<file path="config.mk">
export PLATFORM = sky130hd
export DESIGN_NAME = key_history_display
export DESIGN_NICKNAME = d
export VERILOG_FILES = /design/src/rtl/kp_pkg.sv /design/src/rtl/seven_seg_font.sv /design/src/rtl/key_history_display.sv
export SDC_FILE = /design/constraint.sdc
export NUM_CORES = 1
export LEC_CHECK = 0
export CAP_MARGIN = 25
export CORE_MARGIN = 1.5
export CORE_UTILIZATION = 40
export DETAILED_ROUTE_END_ITERATION = 7
export SLEW_MARGIN = 25
export SYNTH_ARGS = -nofsm -noshare
export SYNTH_HDL_FRONTEND = slang
export SYNTH_HIERARCHICAL = 1
export SYNTH_SLANG_ARGS = --single-unit
export TNS_END_PERCENT = 10
</file>
<file path="constraint.sdc">
create_clock -name clk -period 3.15 [get_ports clk]
set_input_delay 0.63 -clock clk [delete_from_list [all_inputs] [get_ports clk]]
set_output_delay 0.63 -clock clk [all_outputs]
set_load 0.1 [all_outputs]
</file>
<file path="src/rtl/kp_pkg.sv">
// Shared types, constants and keypad decode for the keypad display path.
package kp_pkg;

    typedef enum logic [1:0] {SHOW_R, BLANK_R, SHOW_L, BLANK_L} mux_state_t;

    localparam logic [6:0] SEG_OFF = 7'h7F;

    typedef struct packed {
        logic       valid;
        logic [3:0] code;
    } key_dec_t;

    function automatic logic onehot4(input logic [3:0] v);
        return (v != 4'b0000) && ((v & (v - 4'd1)) == 4'b0000);
    endfunction

    // The row/col encoders are only meaningful when both inputs are one-hot.
    function automatic key_dec_t kp_decode(input logic [3:0] row, input logic [3:0] col);
        key_dec_t   d;
        logic [1:0] r;
        logic [1:0] c;
        d.valid = onehot4(row) && onehot4(col);
        r       = {row[3] | row[2], row[3] | row[1]};
        c       = {col[3] | col[2], col[3] | col[1]};
        case ({r, c})
            4'b0000: d.code = 4'h1;
            4'b0001: d.code = 4'h2;
            4'b0010: d.code = 4'h3;
            4'b0011: d.code = 4'hA;
            4'b0100: d.code = 4'h4;
            4'b0101: d.code = 4'h5;
            4'b0110: d.code = 4'h6;
            4'b0111: d.code = 4'hB;
            4'b1000: d.code = 4'h7;
            4'b1001: d.code = 4'h8;
            4'b1010: d.code = 4'h9;
            4'b1011: d.code = 4'hC;
            4'b1100: d.code = 4'hE;
            4'b1101: d.code = 4'h0;
            4'b1110: d.code = 4'hF;
            default: d.code = 4'hD;
        endcase
        return d;
    endfunction

endpackage

</file>
<file path="src/rtl/seven_seg_font.sv">
// Hex digit to active-low seven-segment glyph, segment order {g,f,e,d,c,b,a}.
module seven_seg_font
    import kp_pkg::*;
(
    input  logic [3:0] hex_i,
    output logic [6:0] seg_o
);

    always_comb begin
        seg_o = SEG_OFF;
        case (hex_i)
            4'h0: seg_o = 7'h40;
            4'h1: seg_o = 7'h79;
            4'h2: seg_o = 7'h24;
            4'h3: seg_o = 7'h30;
            4'h4: seg_o = 7'h19;
            4'h5: seg_o = 7'h12;
            4'h6: seg_o = 7'h02;
            4'h7: seg_o = 7'h78;
            4'h8: seg_o = 7'h00;
            4'h9: seg_o = 7'h10;
            4'hA: seg_o = 7'h08;
            4'hB: seg_o = 7'h03;
            4'hC: seg_o = 7'h46;
            4'hD: seg_o = 7'h21;
            4'hE: seg_o = 7'h06;
            default: seg_o = 7'h0E;
        endcase
    end

endmodule

</file>
<file path="src/rtl/key_history_display.sv">
// Two-digit key history fed by the keypad scanner, multiplexed onto one
// active-low seven-segment bus with a blanking gap at each digit switch.
module key_history_display
    import kp_pkg::*;
#(
    parameter int unsigned MUX_DIV   = 48_000,
    parameter int unsigned BLANK_CYC = 480
) (
    input  logic       clk,
    input  logic       reset,
    input  logic [3:0] row,
    input  logic [3:0] col,
    input  logic       en,
    output logic [6:0] seg,
    output logic [1:0] an,
    output logic       key_valid,
    output logic       key_err,
    output logic [3:0] last_key
);

    localparam int unsigned    CW         = $clog2(MUX_DIV);
    localparam logic [CW-1:0] SHOW_LAST  = CW'(MUX_DIV - 1);
    localparam logic [CW-1:0] BLANK_LAST = CW'(BLANK_CYC - 1);

    mux_state_t    state_q, state_d;
    logic [CW-1:0] cnt_q, cnt_d;

    logic [3:0] new_q, old_q, last_q;
    logic       new_v_q, old_v_q;
    logic       valid_q, err_q;
    logic [6:0] seg_q, seg_d;
    logic [1:0] an_q, an_d;

    key_dec_t   dec;
    logic [3:0] font_hex;
    logic [6:0] font_seg;

    always_comb dec = kp_decode(row, col);

    always_ff @(posedge clk or negedge reset) begin
        if (!reset) begin
            new_q   <= '0;
            old_q   <= '0;
            new_v_q <= 1'b0;
            old_v_q <= 1'b0;
            last_q  <= '0;
            valid_q <= 1'b0;
            err_q   <= 1'b0;
        end else begin
            valid_q <= en && dec.valid;
            err_q   <= en && !dec.valid;
            if (en && dec.valid) begin
                old_q   <= new_q;
                old_v_q <= new_v_q;
                new_q   <= dec.code;
                new_v_q <= 1'b1;
                last_q  <= dec.code;
            end
        end
    end

    always_ff @(posedge clk or negedge reset) begin
        if (!reset) begin
            state_q <= BLANK_L;
            cnt_q   <= '0;
        end else begin
            state_q <= state_d;
            cnt_q   <= cnt_d;
        end
    end

    always_comb begin
        logic last;
        state_d = state_q;
        cnt_d   = cnt_q + 1'b1;
        last    = ((state_q == SHOW_R) || (state_q == SHOW_L)) ? (cnt_q == SHOW_LAST)
                                                               : (cnt_q == BLANK_LAST);
        if (last) begin
            cnt_d = '0;
            case (state_q)
                SHOW_R:  state_d = BLANK_R;
                BLANK_R: state_d = SHOW_L;
                SHOW_L:  state_d = BLANK_L;
                default: state_d = SHOW_R;
            endcase
        end
    end

    // One font decoder serves both digits; the slot selects its input.
    assign font_hex = (state_q == SHOW_L) ? old_q : new_q;

    seven_seg_font u_font (
        .hex_i (font_hex),
        .seg_o (font_seg)
    );

    always_comb begin
        an_d  = 2'b00;
        seg_d = SEG_OFF;
        case (state_q)
            SHOW_R: begin
                an_d  = 2'b01;
                seg_d = new_v_q ? font_seg : SEG_OFF;
            end
            SHOW_L: begin
                an_d  = 2'b10;
                seg_d = old_v_q ? font_seg : SEG_OFF;
            end
            default: begin
                an_d  = 2'b00;
                seg_d = SEG_OFF;
            end
        endcase
    end

    always_ff @(posedge clk or negedge reset) begin
        if (!reset) begin
            seg_q <= SEG_OFF;
            an_q  <= 2'b00;
        end else begin
            seg_q <= seg_d;
            an_q  <= an_d;
        end
    end

    assign seg       = seg_q;
    assign an        = an_q;
    assign key_valid = valid_q;
    assign key_err   = err_q;
    assign last_key  = last_q;

endmodule

</file>
==> metrics.cfg <==
[sta]
setup_viol=0
rsz0062_at_grt=no
fin_setup_tns_ps=0
clock.fmax_mhz=377
finalCritPeriodShare=0.841
clock_skew_ps=8.15
hold_viol=0
layout_setup_ws_ps=501
slew-limit-headroom=0.456
drv_slew=0
worst_pin_slew_ps=816
post-route-min-period_ps=2650

[routing]
num_vias=1526
drc=0
wl_um=3930
ant_nets=0
vias_per_cell=4.95
dr.pass1.iters=4
wl_per_cell_um=12.8
drtIter0Drc=53

[global_route]
antenna_found_initial=0
grt_use_met1=0.174
grt_max_degree=40
use_met2=0.238
grt_pass1_wl_um=6810
grt-busiest-layer=met2
use_met3=0.0395
grt-ovfl-total=0
grt_pass1_vias=1473
grt_util_all_layers=0.141

[finish]
post-route-util=0.478
design_area_mm2=0.00263
syn2layout_area_growth_pct=15.7
seqCellArea_um2=987
final_cell_mix=30 x dfrtp_1, 24 x nor2_1, 17 x buf_4, 16 x ha_1, 15 x mux2_2
num_antenna_cells=0
fin_nets=262
multi_input_area_mm2=0.00119
drive_gt1_frac=0.271
nFillCells=523
layout_commonest_cell=dfrtp_1

[synth]
ys_ff_latch=39
synth_edf_count=0
syn_area_mm2=0.00227
seq_area_frac_synth=0.434
syn_nets=234
synthCells=207
synth.distinct_cells=50
yosysWarnings=6
ys_async_sr_fraction=1.00
synthFlopType=dfrtp_1
syn_avg_cell_area_um2=11.0

[floorplan]
die_h_um=78.4
coreArea_mm2=0.00551
dieArea_mm2=0.00615
io_pins=26
die_w_um=78.4
row_count=27
initial_core_util=0.413

[setup_path]
crit_path_start_kind=register
r2r-start=state_q[0]
end_kind=register
path_class=register to register
crit_path_max_fanout=8
rr_endpoint=seg[3]
cp.required_ps=3360
r2r_slack_ps=500
r2r_cells=8
worst_ep_arrival_time_ps=2860

[placed_design]
io_buffers=25
post-place-ws_ps=511
routabilityCongestion=0.784
dp_hpwl_um=2970
post_dp_cell_area_mm2=0.00255

[clock_network]
ctsResizeCount=0
ctsRootBufferMaster=clkbuf_8
cts_buffer_depth=2
cts_sinks=39
htreeDepth=2
post_cts_buffers=0
clock_latency_ps=290
path_clk_slew_ps=80
cts_hold_buf=0
cts_tree=built
cts_buffers=5

[hold_path]
hp-class=input port to asynchronous set/reset pin

[outcome]
status=completed

[pwr]
p_per_area_mw_per_mm2=753
power.leakage_uw=0.00118
vdd_drop_max_uv=657

[job]
drv_cap=0

==> metrics by stage <==
step | std cells | power [uW] | hold slack [ps]
3_3_place_gp | 300 | 1670 | 476
5_1_grt | 308 | 2090 | 487
6_report | 308 | 1980 | 430
2_1_floorplan | 207 | 1500 | 334
3_5_place_dp | 300 | 1670 | 488
4_1_cts | 308 | 2000 | 466
==> registers in the layout, indices dropped and copies added (netlist names) <==
name       count
seg            7
cnt_q         16
old_v_q        1
state_q        2
an             2
key_valid      1
key_err        1
new_v_q        1
last_key       4
old_q          4
==> power breakdown <==
group          switching [uW]  total, uW  leakage [uW]  internal [uW]
registers                49.9        676      0.000478            626
logic                     698        980      0.000663            281
clock network             172        327     0.0000412            155
==> metal layers <==
metal | part of all wire | routed length [um]
met1 | 0.47 | 1870
met2 | 0.49 | 1930
met3 | 0.029 | 115
met4 | 0.0051 | 20
met5 | 0 | 0
==> worst max path at each step <==
stage	startpoint	end	slack, ps	cells past startpoint
2_1_floorplan	last_key[0]	seg[3]	550	6
4_1_cts	state_q[0]	seg[3]	490	8
5_1_grt	state_q[0]	seg[3]	370	8
6_report	state_q[0]	seg[3]	500	8
3_3_place_gp	state_q[0]	seg[3]	570	8
3_5_place_dp	state_q[0]	seg[3]	510	8
==> critical path, cell delays in order, from the launching register on <==
cell and delay, ps:
dfstp_2 540, inv_1 80, ha_1 320, mux2_2 340, inv_1 110, ha_1 290, inv_1 40, mux4_1 460
or3_1 380
==> synth_stat cells, drive strengths merged (4+ instances only) <==
master / count / area share
dfstp: 9 / 0.10
dfrtp: 30 / 0.33
ha: 16 / 0.088
nand4: 5 / 0.016
buf: 5 / 0.016
mux2i: 7 / 0.031
a21oi: 6 / 0.015
inv: 14 / 0.023
xnor2: 8 / 0.031
nand3: 7 / 0.020
or3: 9 / 0.028
o22ai: 4 / 0.011
xor2: 7 / 0.027
nand2: 5 / 0.0083
mux2: 16 / 0.081
nor2: 25 / 0.042
==> cell type report <==
type                            instances  area share
Clock buffer                            6      0.0276
Tap cell                               72      0.0342
Clock inverter                          2     0.00475
Multi-Input combinational cell        148       0.454
Inverter                               14      0.0200
Sequential cell                        39       0.375
Timing Repair Buffer                   27      0.0846
==> cells by family (layout without fill, tap and decap cells) <==
group,after synthesis,after routing,synth area share
simple gates,69,69,0.171
flops,39,39,0.434
buf+inv,20,49,0.0407
compound gates,24,24,0.0853
mux,24,24,0.123
xor+xnor,15,15,0.0578
fa+ha+maj,16,16,0.0880
No activity file was read; power rests on OpenSTA's default activity.
